File: config.mk
export PLATFORM = sky130hd
export DESIGN_NAME = spi_command_framer
export DESIGN_NICKNAME = d
export VERILOG_FILES = /design/src/rtl/spi_pkg.sv /design/src/rtl/spi_command_framer.sv
export SDC_FILE = /design/constraint.sdc
export NUM_CORES = 1
export LEC_CHECK = 0
export CAP_MARGIN = 20
export CORE_ASPECT_RATIO = 0.6
export CORE_UTILIZATION = 48
export CTS_BUF_LIST = sky130_fd_sc_hd__clkbuf_16
export DETAILED_ROUTE_END_ITERATION = 8
export PLACE_DENSITY = 0.91
export SLEW_MARGIN = 20
export SYNTH_ARGS = -nofsm -noshare
export SYNTH_HDL_FRONTEND = slang
export SYNTH_SLANG_ARGS = --single-unit
File: constraint.sdc
create_clock -name clock_in -period 3.3 [get_ports clock_in]
set_clock_uncertainty 0.2 [all_clocks]
set_input_delay 0.825 -clock clock_in [delete_from_list [all_inputs] [get_ports clock_in]]
set_output_delay 0.825 -clock clock_in [all_outputs]
set_load 0.05 [all_outputs]
File: src/rtl/spi_pkg.sv
// Shared types and constants for the SPI command framer: FSM state encoding,
// default operand limit and the known command opcodes.
package spi_pkg;

   typedef enum logic [1:0] {
      ST_IDLE        = 2'd0,
      ST_WAIT_OPCODE = 2'd1,
      ST_OPERANDS    = 2'd2
   } spi_state_e;

   localparam int SPI_MAX_OPERANDS_DEF = 1024;

   localparam logic [7:0] OPC_ASSIGN_COLOR = 8'h10;
   localparam logic [7:0] OPC_BUFFER_SHOW  = 8'h17;
   localparam logic [7:0] OPC_DRAW_PIXEL   = 8'h19;

endpackage

File: src/rtl/spi_command_framer.sv
// Splits a chip-select framed SPI byte stream into one opcode followed by
// numbered operand bytes; all outputs are registered (latency 1).
module spi_command_framer
   import spi_pkg::*;
#(
   parameter int MAX_OPERANDS = SPI_MAX_OPERANDS_DEF
) (
   input  logic        clock_in,
   input  logic        reset_n_in,
   input  logic        cs_active_in,
   input  logic [7:0]  byte_in,
   input  logic        byte_valid_in,
   output logic [7:0]  op_code_out,
   output logic        op_code_valid_out,
   output logic [7:0]  operand_out,
   output logic        operand_valid_out,
   output logic [31:0] operand_count_out,
   output logic        transaction_done_out,
   output logic        overflow_out
);

   localparam logic [31:0] LP_MAX = 32'(MAX_OPERANDS);

   spi_state_e  r_state;
   spi_state_e  w_state_nxt;

   logic        w_accept;
   logic        w_cap_opcode;
   logic        w_take_operand;
   logic        w_drop_operand;
   logic        w_close;

   logic [7:0]  r_op_code;
   logic        r_op_code_valid;
   logic [7:0]  r_operand;
   logic        r_operand_valid;
   logic [31:0] r_count;
   logic        r_done;
   logic        r_overflow;

   // A byte only counts when chip select is still high in the same cycle.
   assign w_accept = byte_valid_in & cs_active_in;

   always_ff @(posedge clock_in or negedge reset_n_in) begin
      if (!reset_n_in) r_state <= ST_IDLE;
      else             r_state <= w_state_nxt;
   end

   always_comb begin
      w_state_nxt    = r_state;
      w_cap_opcode   = 1'b0;
      w_take_operand = 1'b0;
      w_drop_operand = 1'b0;
      w_close        = 1'b0;
      case (r_state)
         ST_IDLE: begin
            if (cs_active_in) w_state_nxt = ST_WAIT_OPCODE;
         end
         ST_WAIT_OPCODE: begin
            if (!cs_active_in) begin
               w_state_nxt = ST_IDLE;
               w_close     = 1'b1;
            end else if (w_accept) begin
               w_state_nxt  = ST_OPERANDS;
               w_cap_opcode = 1'b1;
            end
         end
         ST_OPERANDS: begin
            if (!cs_active_in) begin
               w_state_nxt = ST_IDLE;
               w_close     = 1'b1;
            end else if (w_accept) begin
               if (r_count < LP_MAX) w_take_operand = 1'b1;
               else                  w_drop_operand = 1'b1;
            end
         end
         default: w_state_nxt = ST_IDLE;
      endcase
   end

   // Close has priority: it clears the per-transaction flags and count,
   // while opcode and operand data keep their last values.
   always_ff @(posedge clock_in or negedge reset_n_in) begin
      if (!reset_n_in) begin
         r_op_code       <= '0;
         r_op_code_valid <= 1'b0;
         r_operand       <= '0;
         r_operand_valid <= 1'b0;
         r_count         <= '0;
         r_done          <= 1'b0;
         r_overflow      <= 1'b0;
      end else begin
         r_operand_valid <= w_take_operand;
         r_done          <= w_close & r_op_code_valid;
         if (w_cap_opcode) begin
            r_op_code       <= byte_in;
            r_op_code_valid <= 1'b1;
            r_count         <= '0;
         end
         if (w_take_operand) begin
            r_operand <= byte_in;
            r_count   <= r_count + 32'd1;
         end
         if (w_drop_operand) r_overflow <= 1'b1;
         if (w_close) begin
            r_op_code_valid <= 1'b0;
            r_count         <= '0;
            r_overflow      <= 1'b0;
         end
      end
   end

   assign op_code_out          = r_op_code;
   assign op_code_valid_out    = r_op_code_valid;
   assign operand_out          = r_operand;
   assign operand_valid_out    = r_operand_valid;
   assign operand_count_out    = r_count;
   assign transaction_done_out = r_done;
   assign overflow_out         = r_overflow;

endmodule

==> results of run 1 <==
-- synth_stat cells, types with 2 or more instances --
library cell / n / area [um2]
nor3b_1: 16 / 120
buf_2: 2 / 10.0
nand2_1: 10 / 37.5
inv_1: 13 / 48.8
ha_1: 4 / 50.1
o21a_1: 4 / 30.0
o211ai_1: 9 / 67.6
or4_1: 5 / 37.5
a21oi_1: 3 / 15.0
clkbuf_1: 7 / 26.3
a21boi_0: 5 / 37.5
o31a_1: 2 / 17.5
nor3_1: 4 / 20.0
dfrtp_1: 54 / 1350
nor4_1: 4 / 25.0
mux2_2: 13 / 146
o31ai_1: 9 / 67.6
mux2_1: 4 / 45.0
and2_1: 3 / 18.8
nand3_1: 7 / 35.0
o21ai_0: 3 / 15.0
nor2_1: 5 / 18.8
-- metal layers --
layer / track usage / vias up / share of wire
li1: - / 842 / -
met1: 0.314 / 906 / 0.44
met2: 0.334 / 81 / 0.45
met3: 0.0847 / 4 / 0.10
met4: 0.0536 / 0 / 0.0065
met5: 0 / - / 0
-- worst max path at each step --
stage                                      from                   end  cells after the start
after CTS                  operand_count_out[3]  operand_count_out[3]                      1
after floorplan           operand_count_out[20]        operand_out[3]                      5
after global routing      operand_count_out[12]        operand_out[5]                      6
final                     operand_count_out[20]        operand_out[0]                      6
after global placement             cs_active_in        operand_out[2]                      5
after detailed placement           cs_active_in        operand_out[0]                      5
-- worst max-delay path, stage by stage (launching register included) --
cell and delay (ps):
dfrtp_1 400, or4_1 580, nor4_2 270, buf_4 220, nor4b_4 230, buf_4 260
mux2_2 360
-- flip-flops by register name, summed over array words and instances, names as in the netlist --
name,cells
operand_count_out,32
op_code_out,8
operand_out,8
r_state,2
op_code_valid_out,1
operand_valid_out,1
overflow_out,1
transaction_done_out,1
-- report_power, final --
part	switching [W]	total [W]	internal (W)	leakage [nW]
sequential	0.0000749	0.000862	0.000787	0.721
clock	0.000232	0.000510	0.000277	0.0672
combinational	0.000660	0.00100	0.000342	0.595
total	0.000967	0.00237	0.00141	1.38
-- cell type report --
cell class / count / area (um2)
Multi-Input combinational cell: 119 / 891
Clock buffer: 5 / 125
Timing Repair Buffer: 70 / 678
Clock inverter: 3 / 16.3
Fill cell: 329 / 1420
Tap cell: 63 / 78.8
Sequential cell: 54 / 1350
Inverter: 13 / 48.8
-- through the flow --
step | total power (W) | hold WS [ps]
after floorplan | 0.00152 | 321
after global placement | 0.00185 | 268
after detailed placement | 0.00187 | 285
after CTS | 0.00239 | 230
after global routing | 0.00248 | 240
final | 0.00237 | 224
-- kinds of logic (layout without fill, tap and decap cells) --
group           Yosys count  after routing  share of synthesized area
compound gates           37             37                      0.114
flops                    54             54                      0.579
fa+ha+maj                 4              4                     0.0214
simple gates             61             61                      0.165
mux                      17             17                     0.0820
buf+inv                  23             91                     0.0397
==> flow_metrics.tcl, run 1 <==
set metrics [dict create \
    place_congestion 0.794 \
    syn-cell-area_mm2 0.00233 \
    synth-seq-cells 54 \
    cts_resized 0 \
    worstSetupStartpointType "flip-flop" \
    fin_setup_tns_ps 0 \
    power_density_mw_per_mm2 744 \
    drc_errors 0 \
    dpl.hpwl_um 3720 \
    rsz0062_at_grt "no" \
    ys_seq_area_frac 0.579 \
    grt_pass1_vias 1813 \
    crit_type "flip-flop to flip-flop" \
    htree_levels 2 \
    cts_num_sinks 54 \
    worst_ep_arrival_time_ps 2610 \
    antenna_found_initial 0 \
    cp_data_required_time_ps 3280 \
    routed_via_density 5.61 \
    dp.cells 319 \
    grt_pass1_wl_um 8900 \
    clkSlewWorstSetupHoldPaths_ps 70 \
    cts_buffers 5 \
    clk_latency_ps 290 \
    outcome "finished clean" \
    layout.cells.non_filler 327 \
    fin_nets 279 \
    finalCriticalPeriod_ps 2640 \
    track_usage 0.225 \
    cts_tree "yes" \
    ys_async_sr_fraction 1.00 \
    portBuffers 63 \
    place_ws_ps 450 \
    fmax_mhz 379 \
    num_rows 19 \
    endpoint_kind "flip-flop" \
    initial_core_util 0.506 \
    wl_per_cell_um 16.1 \
    syn_inst 196 \
    min_period_over_period 0.799 \
    crit_fanout 15 \
    setup_viol 0 \
    clockBufferDepth 2 \
    pin_count 64 \
    cts-root-buf "clkbuf_16" \
    fin_ws_ps 663 \
    p_leak_nw 1.38 \
    reg2reg_depth 6 \
    first_iter_violations 136 \
    area_growth_syn_to_layout_pct 36.6 \
    core_area_mm2 0.00461 \
    synth_edf_count 0 \
    r2r-end "operand_out[0]" \
    place_area_mm2 0.00305 \
    num_vias 1833 \
    drive_above_1_share 0.121 \
    slew_violations 0 \
    yosys_most_used_dff "dfrtp_1" \
    cts_setup_buffers 0 \
    die_h_um 56.0 \
    dieArea_mm2 0.00516 \
    yosys_warnings 0 \
    reg2reg_from "operand_count_out[20]" \
    layout_commonest_cell "clkdlybuf4s50_1" \
    hold_path_class "primary input to asynchronous set/reset pin" \
    syn_nets 212 \
    ir_worst_vdd_mv 0.769 \
    postSynthAreaPerCell_um2 11.9 \
    final_antenna_net_count 0 \
    rrSetupSlack_ps 660 \
    final_util 0.692 \
    postCtsHoldBufs 0 \
    fin_area_mm2 0.00319 \
    drt_pass1_iterations 4 \
    gr-total-overflow 0 \
    die_x_um 92.0 \
    hold_viol 0 \
    grt_max_degree 41 \
    layout_common_cells "clkdlybuf4s50_1 (62), dfrtp_1 (54), nor3b_1 (16)" \
    max_slew.worst_pin.slew_ps 644 \
    yosysUniqueCellTypes 32 \
    wl_um 5260 \
    max-cap-violations 0 \
    slew-limit-headroom 0.567 \
    n_antenna_cell 0 \
]
(Power assumes the default switching activity.)
==> inputs of run 2 (changes only) <==
--- a/config.mk
+++ b/config.mk
@@ -7,10 +7,10 @@
 export LEC_CHECK = 0
 export CAP_MARGIN = 20
 export CORE_ASPECT_RATIO = 0.6
-export CORE_UTILIZATION = 48
+export CORE_UTILIZATION = 43
 export CTS_BUF_LIST = sky130_fd_sc_hd__clkbuf_16
 export DETAILED_ROUTE_END_ITERATION = 8
-export PLACE_DENSITY = 0.91
+export PLACE_DENSITY = 0.87
 export SLEW_MARGIN = 20
 export SYNTH_ARGS = -nofsm -noshare
 export SYNTH_HDL_FRONTEND = slang
==> constraint.sdc (replaced) <==
create_clock -name clock_in -period 2.3 [get_ports clock_in]
set_clock_uncertainty 0.2 [all_clocks]
set_input_delay 0.575 -clock clock_in [delete_from_list [all_inputs] [get_ports clock_in]]
set_output_delay 0.575 -clock clock_in [all_outputs]
set_load 0.05 [all_outputs]
==> run 2 against run 1 <==
  * The run now ends with negative setup slack left
  * Non-clock buffer count up 22
  * Worst setup slack worse by 780 ps
  * Register-to-register slack worse by 780 ps
  * Hold slack worse by 180 ps
  * Combinational power up 54%
  * Critical path type unchanged
  * Critical endpoint unchanged
  * Largest power group unchanged
==> flow_metrics.tcl, run 2 (same netlist as run 1, synthesis figures left out) <==
set metrics [dict create \
    die_x_um 97.1 \
    num_vias 1901 \
    fmax_mhz 413 \
    die_h_um 59.1 \
    gr-total-overflow 0 \
    layout_common_cells "buf_4 (57), dfrtp_1 (45), clkdlybuf4s50_1 (29)" \
    fin_area_mm2 0.00339 \
    cp_data_required_time_ps 2270 \
    grt_max_degree 32 \
    cts_buffers 5 \
    layout_commonest_cell "buf_4" \
    first_iter_violations 47 \
    place_area_mm2 0.00317 \
    final_util 0.661 \
    ir_worst_vdd_mv 0.873 \
    fin_ws_ps -120 \
    place_congestion 0.774 \
    core_area_mm2 0.00513 \
    wl_per_cell_um 15.9 \
    endpoint_kind "flip-flop" \
    slew_violations 0 \
    pin_count 64 \
    wl_um 5600 \
    drive_above_1_share 0.357 \
    area_growth_syn_to_layout_pct 45.3 \
    outcome "finished with violations" \
    grt_pass1_vias 1866 \
    dieArea_mm2 0.00574 \
    cts_num_sinks 54 \
    rsz0062_at_grt "yes" \
    clk_latency_ps 290 \
    antenna_found_initial 0 \
    hold_viol 0 \
    finalCriticalPeriod_ps 2420 \
    worstSetupStartpointType "flip-flop" \
    clkSlewWorstSetupHoldPaths_ps 70 \
    largest_register_ffs 32 \
    htree_levels 2 \
    clockBufferDepth 2 \
    max_slew.worst_pin.slew_ps 521 \
    crit_type "flip-flop to flip-flop" \
    routed_via_density 5.40 \
    final_antenna_net_count 0 \
    postCtsHoldBufs 0 \
    holdWs_ps 44.0 \
    finalPower_w 0.00350 \
    cts_tree "yes" \
    setup_viol 32 \
    min_period_over_period 1.05 \
    n_antenna_cell 0 \
    fill_cells 408 \
    cts-root-buf "clkbuf_16" \
    p_leak_nw 1.58 \
    slew-limit-headroom 0.651 \
    portBuffers 63 \
    track_usage 0.213 \
    drt_pass1_iterations 4 \
    multiInputGateArea_um2 941 \
    crit_fanout 5 \
    max-cap-violations 0 \
    dpl.hpwl_um 4060 \
    worst_ep_arrival_time_ps 2390 \
    grt_pass1_wl_um 9450 \
    drc_errors 0 \
    num_rows 20 \
    seq_area_mm2 0.00136 \
    initial_core_util 0.455 \
    fin_nets 301 \
    hold_path_class "primary input to asynchronous set/reset pin" \
    violations "negative setup slack" \
    power_density_mw_per_mm2 1030 \
]
[run 2: path summary, 6_finish.rpt]
kind | from | endpoint | slack [ps] | cells after the start
min in group clock_in | op_code_valid_out | op_code_valid_out | 310 | 2
worst max-delay path | operand_count_out[20] | operand_out[0] | -120 | 6
max in group asynchronous | reset_n_in | operand_out[2] | 1230 | 2
worst min-delay path | reset_n_in | operand_count_out[8] | 40 | 1
worst max register to register | operand_count_out[20] | operand_out[0] | -120 | 6
worst min register to register | op_code_valid_out | op_code_valid_out | 310 | 2
[run 2: per-layer routing]
metal | wire, um | global-route usage | vias to the layer above | share of wire
met5 | 0 | 0 | - | 0
li1 | - | - | 884 | -
met2 | 2400 | 0.312 | 70 | 0.43
met4 | 72 | 0.0704 | 0 | 0.013
met3 | 532 | 0.0814 | 10 | 0.095
met1 | 2600 | 0.295 | 937 | 0.46
[run 2: critical path: stages, from the launching register on]
cell     delay, ps
dfrtp_2        410
or4_4          560
nor4_4         300
nor4b_4        260
buf_6          160
buf_12         120
mux2_4         300
[run 2: area by class of cell]
cell class | instances | share of cell area
Multi-Input combinational cell | 119 | 0.277
Tap cell | 66 | 0.0243
Inverter | 13 | 0.0144
Clock buffer | 5 | 0.0369
Clock inverter | 3 | 0.00369
Sequential cell | 54 | 0.402
Timing Repair Buffer | 92 | 0.242
[run 2: timing repair]
action,CTS,global route
setup buffers,0,3
pin swaps,0,2
cloned,0,1
setup endpoints to repair,28,34
gates resized for setup,1,9
[run 2: metrics by stage]
| step | setup slack, ps | setup TNS [ps] | cells |
|---|---|---|---|
| 3_3_place_gp | -81.2 | -575 | 340 |
| 4_1_cts | -133 | -1440 | 348 |
| 3_5_place_dp | -123 | -1250 | 340 |
| 6_report | -120 | -2070 | 352 |
| 2_1_floorplan | -244 | -3330 | 196 |
| 5_1_grt | -177 | -4410 | 352 |
[run 2: report_power, final]
group | internal, W | switching [W] | leakage [nW]
combinational | 0.000575 | 0.000961 | 0.805
clock | 0.000394 | 0.000316 | 0.0724
sequential | 0.00113 | 0.000120 | 0.706
